File: src/rtl/pc_fetch_ctrl_pkg.sv
// Shared CPU fetch definitions: fetch FSM state encoding, PC step and target alignment.
package pc_fetch_ctrl_pkg;

  typedef enum logic [1:0] {
    ST_LOAD = 2'd0,
    ST_RUN  = 2'd1,
    ST_HALT = 2'd2
  } fetch_state_e;

  localparam logic [31:0] PC_INCR = 32'd4;

  // Redirect targets are byte addresses; fetch is always word aligned.
  function automatic logic [31:0] align_word(input logic [31:0] addr);
    return {addr[31:2], 2'b00};
  endfunction

endpackage

File: src/rtl/pc_next_mux.sv
// Combinational next-PC selection: branch over jump (older instruction wins), redirect over stall.
module pc_next_mux
  import pc_fetch_ctrl_pkg::*;
(
  input  logic [31:0] pc,
  input  logic        branch,
  input  logic [31:0] branch_target,
  input  logic        jump,
  input  logic [31:0] jump_target,
  input  logic        stall,
  output logic [31:0] next_pc,
  output logic        redirect
);

  always_comb begin
    next_pc  = pc + PC_INCR;
    redirect = 1'b0;
    if (branch) begin
      next_pc  = align_word(branch_target);
      redirect = 1'b1;
    end else if (jump) begin
      next_pc  = align_word(jump_target);
      redirect = 1'b1;
    end else if (stall) begin
      next_pc = pc;
    end
  end

endmodule

File: src/rtl/pc_fetch_ctrl.sv
// Fetch controller: streams a program into instruction memory, then runs the PC until halted.
module pc_fetch_ctrl
  import pc_fetch_ctrl_pkg::*;
#(
  parameter logic [31:0] RESET_PC   = 32'h0000_0000,
  parameter int          IMEM_WORDS = 64
) (
  input  logic                          clk,
  input  logic                          rst,
  input  logic                          load_valid,
  input  logic [31:0]                   load_data,
  input  logic                          load_last,
  output logic                          load_ready,
  output logic                          imem_we,
  output logic [$clog2(IMEM_WORDS)-1:0] imem_waddr,
  output logic [31:0]                   imem_wdata,
  input  logic                          branch,
  input  logic                          jump,
  input  logic [31:0]                   branch_target,
  input  logic [31:0]                   jump_target,
  input  logic                          stall,
  input  logic                          halt_req,
  output logic [31:0]                   pc,
  output logic                          fetch_en,
  output logic                          flush
);

  localparam int              AW        = $clog2(IMEM_WORDS);
  localparam logic [AW-1:0]   LAST_ADDR = AW'(IMEM_WORDS - 1);

  fetch_state_e  state;
  logic [AW-1:0] word_cnt;
  logic [31:0]   next_pc;
  logic          redirect;

  pc_next_mux u_pc_next_mux (
    .pc            (pc),
    .branch        (branch),
    .branch_target (branch_target),
    .jump          (jump),
    .jump_target   (jump_target),
    .stall         (stall),
    .next_pc       (next_pc),
    .redirect      (redirect)
  );

  assign load_ready = (state == ST_LOAD);
  assign imem_we    = load_valid && (state == ST_LOAD);
  assign imem_waddr = word_cnt;
  assign imem_wdata = load_data;
  assign fetch_en   = (state == ST_RUN);

  always_ff @(posedge clk or posedge rst) begin
    if (rst) begin
      state    <= ST_LOAD;
      pc       <= RESET_PC;
      word_cnt <= '0;
      flush    <= 1'b0;
    end else begin
      flush <= 1'b0;
      case (state)
        ST_LOAD: begin
          if (load_valid) begin
            // Filling the last slot ends the load even without load_last, so no write ever wraps.
            if (load_last || (word_cnt == LAST_ADDR)) begin
              state    <= ST_RUN;
              word_cnt <= '0;
              pc       <= RESET_PC;
            end else begin
              word_cnt <= word_cnt + AW'(1);
            end
          end
        end
        ST_RUN: begin
          pc    <= next_pc;
          flush <= redirect;
          if (halt_req) state <= ST_HALT;
        end
        ST_HALT: state <= ST_HALT;
        default: state <= ST_LOAD;
      endcase
    end
  end

endmodule

File: config.mk
export PLATFORM = sky130hd
export DESIGN_NAME = pc_fetch_ctrl
export DESIGN_NICKNAME = d
export VERILOG_FILES = /design/src/rtl/pc_fetch_ctrl_pkg.sv /design/src/rtl/pc_next_mux.sv /design/src/rtl/pc_fetch_ctrl.sv
export SDC_FILE = /design/constraint.sdc
export NUM_CORES = 1
export LEC_CHECK = 0
export CORE_UTILIZATION = 35
export DETAILED_ROUTE_END_ITERATION = 16
export PLACE_DENSITY_LB_ADDON = 0.12
export SYNTH_ARGS = -nofsm -noshare
export SYNTH_HDL_FRONTEND = slang
export SYNTH_SLANG_ARGS = --single-unit
File: constraint.sdc
create_clock -name clk -period 2 [get_ports clk]
set_input_delay 0.4 -clock clk [delete_from_list [all_inputs] [get_ports clk]]
set_output_delay 0.4 -clock clk [all_outputs]
set_load 0.01 [all_outputs]
# == Word-level counts from Yosys, hierarchy flattened ==
# Index checks and enable logic that the tools add are counted.
# totals
n_memories,0
mem_bits_ro,0
ramBits,0
output_inout_bits,74
reg_bits,41
latch_bits,0
in_bits,104
elab_cells,34
# op_classes
n_bitwise,0
mul,0
reduce_logical,7
addsub,2
eq_ne,7
order_cmp,0
div,0
mux,14
shift,0
# ops
operator,n
$mux 32,5
$pmux 32 s2,1
$add 32x3->32 const B,1
$add 6x1->6 const B,1
$eq 6x6->1 const B,1
$mux 2,3
$mux 6,1
$pmux 2 s3,1
$ne 2x2->1 const B,2
$ne 4x4->1 const B,1
$reduce_and 4->1,1
$mux 1,3
$reduce_and 3->1,1
$eq 2x1->1 const B,1
$eq 2x2->1 const B,1
$logic_not 2->1,1
$ne 2x1->1 const B,1
$reduce_and 2->1,1
$reduce_bool 2->1,1
$logic_and 1x1->1,1
$logic_or 1x1->1,1

# == Longest topological paths before layout ==
# depth
word_depth,5
mapped_depth,8
depth_no_buf,7

# == Hierarchy ==
# From an unflattened synthesis, not the netlist that was laid out.
# hier_totals
hier_cells,357
hier_area_um2,3185.6
# by_module_without_submodules
mod,n_inst,area_per_inst_um2,seq_area_each_um2,cells_each
pc_fetch_ctrl,1,2035.7,1026.0,174
pc_next_mux,1,1149.9,0.0,183

# == Worst setup path after synthesis ==
# No wires, ideal clock.
# synth_path
kind,reg2reg
startpoint,register word_cnt[0] (netlist: imem_waddr[0])
endpoint,register pc[30]
setup_slack_ps,-133
setup_ps,121
stages_incl_launch_ff,9
period_less_slack_ps,2133
t_arrival_ps,2012
path_buffers,2
required_ps,1879
path_cell_list,dfrtp_1 -> ha_1 -> nand4_1 -> o211a_1 -> clkbuf_1 -> a211o_1 -> buf_2 -> a31o_2 -> a22o_1
# synth_between
elab_chain_len,4
# synth_lines
element,line_no,text
"start, declared",pc_fetch_ctrl.sv:32,logic [AW-1:0] word_cnt;
"start signal, assigned",pc_fetch_ctrl.sv:70,word_cnt <= word_cnt + AW'(1);
$eq 6x6->1,pc_fetch_ctrl.sv:65,if (load_last || (word_cnt == LAST_ADDR)) begin
$logic_or 1x1->1,pc_fetch_ctrl.sv:65,
$ne 2x1->1 (no source line),-,
$reduce_and 4->1 (no source line),-,
"end signal, assigned",pc_fetch_ctrl.sv:75,pc <= next_pc;
"end, declared",pc_fetch_ctrl.sv:23,"output logic [31:0] pc,"
# Every way passes these cells.
# A chain may end at the register's enable or synchronous reset.

# == Final worst setup path ==
# layout_path
startpoint,register pc[2]
endpoint,register pc[26]
# layout_between
elab_chain_len,5
# layout_lines
element,line_no,text
$add 32x3->32,pc_next_mux.sv:16,next_pc = pc + PC_INCR;
$mux 32,pc_next_mux.sv:24,end else if (stall) begin
$mux 32,pc_next_mux.sv:21,end else if (jump) begin
$mux 32,pc_next_mux.sv:18,if (branch) begin
$pmux 32 s2,pc_fetch_ctrl.sv:61,case (state)
# Every way passes these cells. The select of a mux whose other input is x is not followed.

==> run_results.csv <==
group,metric,value,unit
sta,slew_headroom,64.5,%
clock_network,cts_num_sinks,39,
pwr,p_leak,2.02,nW
placement,place_area,4620,µm²
setup_path,critical_path_arrival,2.12,ns
status,status,"complete, no violations",
synthesis,ys_types,62,
synthesis,mappedNetlistArea,3120,µm²
global_routing,grt_usage,24.0,%
hold_path,holdCritPathClass,"input pin to asynchronous set/reset pin",
placement,port_buffers,107,
route,drt_wl_total,11.0,mm
synthesis,ys_seq_elements,39,
setup_path,cp-end-kind,"register",
setup_path,reg2reg_from,"pc[2]$_DFFE_PP0P_",
floorplanning,core_area,8680,µm²
synthesis,synth_cells,384,
floorplanning,die_x,96.4,µm
clock_network,clk_pin_slew,0.08,ns
final_layout,final_cell_area,4850,µm²
final_layout,fill_cells,858,
floorplanning,dieArea,9290,µm²
clock_network,clkLatencyLatePin,0.30,ns
sta,finalSetupViolCount,0,
setup_path,reg2reg_slack,0.06,ns
synthesis,post-synth-top-area-cell,"dfrtp_1",
sta,worst_slew_pin_slew,0.533,ns
synthesis,synth.area.top_cells,"dfrtp_1 31%, buf_4 8.2%, o21ai_0 5.0%",
setup_path,start_kind,"register",
route,avgRoutedWirePerCell,17.2,µm
route,drc,0,
setup_path,critPathKind,"register to register",
floorplanning,initial_core_util,35.9,%
setup_path,critPathMaxFanout,5,
global_routing,grt_pass1_vias,3364,
floorplanning,rows,34,
synthesis,syn_area_per_cell,8.12,µm²
final_layout,area_growth,55.6,%
clock_network,cts_tree,"done",
clock_network,cts-root-buf,"clkbuf_8",
synthesis,synth_ff_type,"dfrtp_1",
setup_path,max_stage_delay,0.51,ns
clock_network,htree_levels,2,
global_routing,grt_pass1_wl,16.8,mm
pwr,power_density,1140,nW/µm²
clock_network,clock_path_buffers,2,
setup_path,rr_worst_depth,6,
sta,skew,0.00604,ns
setup_path,cp_cell_sequence,"ha_1 -> nand3_2 -> or4_4 -> nor2_4 -> nand4_1 -> a221oi_1",
global_routing,grt_max_degree,40,
route,drtIter0Drc,140,
final_layout,stdcell_count,637,
sta,post-route-period-util,96.9,%
floorplanning,die_h,96.4,µm
floorplanning,ios,178,
placement,place_inst,624,
synthesis,async_flop_share,100,%
synthesis,ys_warn_count,0,
placement,hpwl,8.32,mm
setup_path,critPathRequiredTime,2.19,ns
setup_path,rr_endpoint,"pc[26]$_DFFE_PP0P_",
route,num_vias,3542,
final_layout,layout.nets,636,
route,drtPass1Iterations,4,
clock_network,numCtsBuffers,5,
clock_network,holdBufCountCts,0,
pwr,irDropWorstVdd,0.000467,V
setup_path,cp_slowest_cell,"or4_4",
placement,gp_congestion,0.840,
sta,rsz0062_at_grt,"true",
sta,tns,0,ns
sta,clock.fmax,516,MHz
final_layout,drive_above_1_share,22.1,%
sta,final.min_clock_period,1.94,ns
synthesis,synth_top_area_share,31.3,%
final_layout,diodes,0,
global_routing,grt_overflow,0,
route,ant_nets,0,
global_routing,antenna_found_initial,0,
synthesis,yosysSeqAreaShare,31.3,%
synthesis,yosysMostFrequentCell,"dfrtp_1",
synthesis,synth_top_cells_by_count,"39 x dfrtp_1, 34 x buf_4, 34 x nand2_1",
flow_run,drv_cap,0,
sta,maxSlewViolCount,0,
synthesis,synth-edff-count,0,
sta,hold_viol_final,0,
route,vias_per_cell,5.56,
## cells by family (layout without fill, tap and decap cells)
group                    after synthesis  count (layout)  share of synthesized area [%]
flip-flops                            39              39                           31.3
other                                  1               2                          0.120
buffers and inverters                 68             212                           12.4
adder cells (fa/ha/maj)                4               4                           1.61
AO/OA/AOI/OAI                        133             133                           29.3
AND/OR/NAND/NOR                      126             126                           21.4
multiplexers                           5               5                           1.61
XOR/XNOR                               8               8                           2.25
## sequential cells by signal, indices dropped and copies added, names as in the netlist
register and count:
state 2, imem_waddr 6, flush 1, pc 30
## placed cells by master (no fill, tap or decap), types with 3 or more instances in the layout
| master | n |
|---|---|
| buf_4 | 78 |
| clkdlybuf4s50_1 | 105 |
| o211ai_1 | 3 |
| a22oi_1 | 8 |
| nand2b_1 | 5 |
| a31o_2 | 6 |
| o31ai_1 | 6 |
| o21ai_1 | 3 |
| and3_1 | 3 |
| a22o_1 | 6 |
| a32o_1 | 3 |
| nor2_1 | 23 |
| nand2_1 | 34 |
| buf_12 | 3 |
| xor2_1 | 6 |
| dfrtp_1 | 39 |
| mux2i_1 | 5 |
| a21oi_1 | 14 |
| a21o_1 | 3 |
| nand4_1 | 10 |
| a31oi_1 | 14 |
| and4_1 | 5 |
| ha_4 | 3 |
| nor2b_1 | 4 |
| o22ai_1 | 6 |
| o21ai_0 | 31 |
| and2_1 | 4 |
| inv_1 | 13 |
| o22a_1 | 4 |
| nor3_1 | 7 |
| nand3_1 | 15 |
| clkbuf_8 | 6 |
| o221ai_1 | 4 |
## worst max-delay path, delay by kind of cell, from the launching register on
kind / cells / cell delay, ns
fa+ha+maj: 1 / 0.20
flops: 1 / 0.35
simple gates: 4 / 0.94
compound gates: 1 / 0.32
## stage by stage
step	setup slack, ns	utilization, %	hold WS [ns]	power (mW)
final	0.0625	55.9	0.526	5.53
after global routing	-0.0153	55.9	0.563	5.92
after CTS	-0.000785	54.8	0.534	5.45
after detailed placement	-0.260	53.2	0.524	4.68
after global placement	-0.242	53.2	0.530	4.62
after floorplan	-0.118	-	0.519	2.99
## per-layer routing
metal  track usage, %  part of all wire (%)  wire [µm]  vias up
met4             6.99                   1.6        173        0
li1                 -                     -          -     1693
met3             3.68                   7.0        764       16
met2             39.9                    48       5230      144
met1             32.3                    44       4810     1689
met5                0                     0          0        -
## worst max path at each step
stage	to	cells after the start	startpoint	slack (ns)
final	pc[26]$_DFFE_PP0P_	6	pc[2]$_DFFE_PP0P_	0.06
after global routing	pc[20]$_DFFE_PP0P_	6	pc[2]$_DFFE_PP0P_	-0.02
after CTS	pc[30]$_DFFE_PP0P_	7	imem_waddr[1]$_DFFE_PP0P_	-0.0008
after detailed placement	pc[30]$_DFFE_PP0P_	7	load_valid	-0.26
after global placement	pc[30]$_DFFE_PP0P_	7	load_valid	-0.24
after floorplan	pc[30]$_DFFE_PP0P_	8	imem_waddr[0]$_DFFE_PP0P_	-0.12
## cell type report
class	instances	area [µm²]	area share (%)
sequential	39	976	20.1
multi-input combinational	278	1830	37.7
clock buffer	6	82.6	1.70
timing repair buffer	190	1740	35.9
clock inverter	2	35.0	0.722
tap	108	135	2.78
inverter	14	52.6	1.08
## repair_timing
| action | CTS | global route |
|---|---|---|
| pin swaps | 0 | 6 |
| gates resized for setup | 5 | 11 |
| endpoints found under the setup margin | 4 | 23 |
| setup buffers | 0 | 5 |
## report_power, final
part | internal, mW | total [mW] | switching (mW)
Clock | 0.404 | 0.704 | 0.300
Combinational | 1.86 | 3.52 | 1.67
Sequential | 1.09 | 1.31 | 0.214
Note: power is estimated with default switching activity, not from simulation.
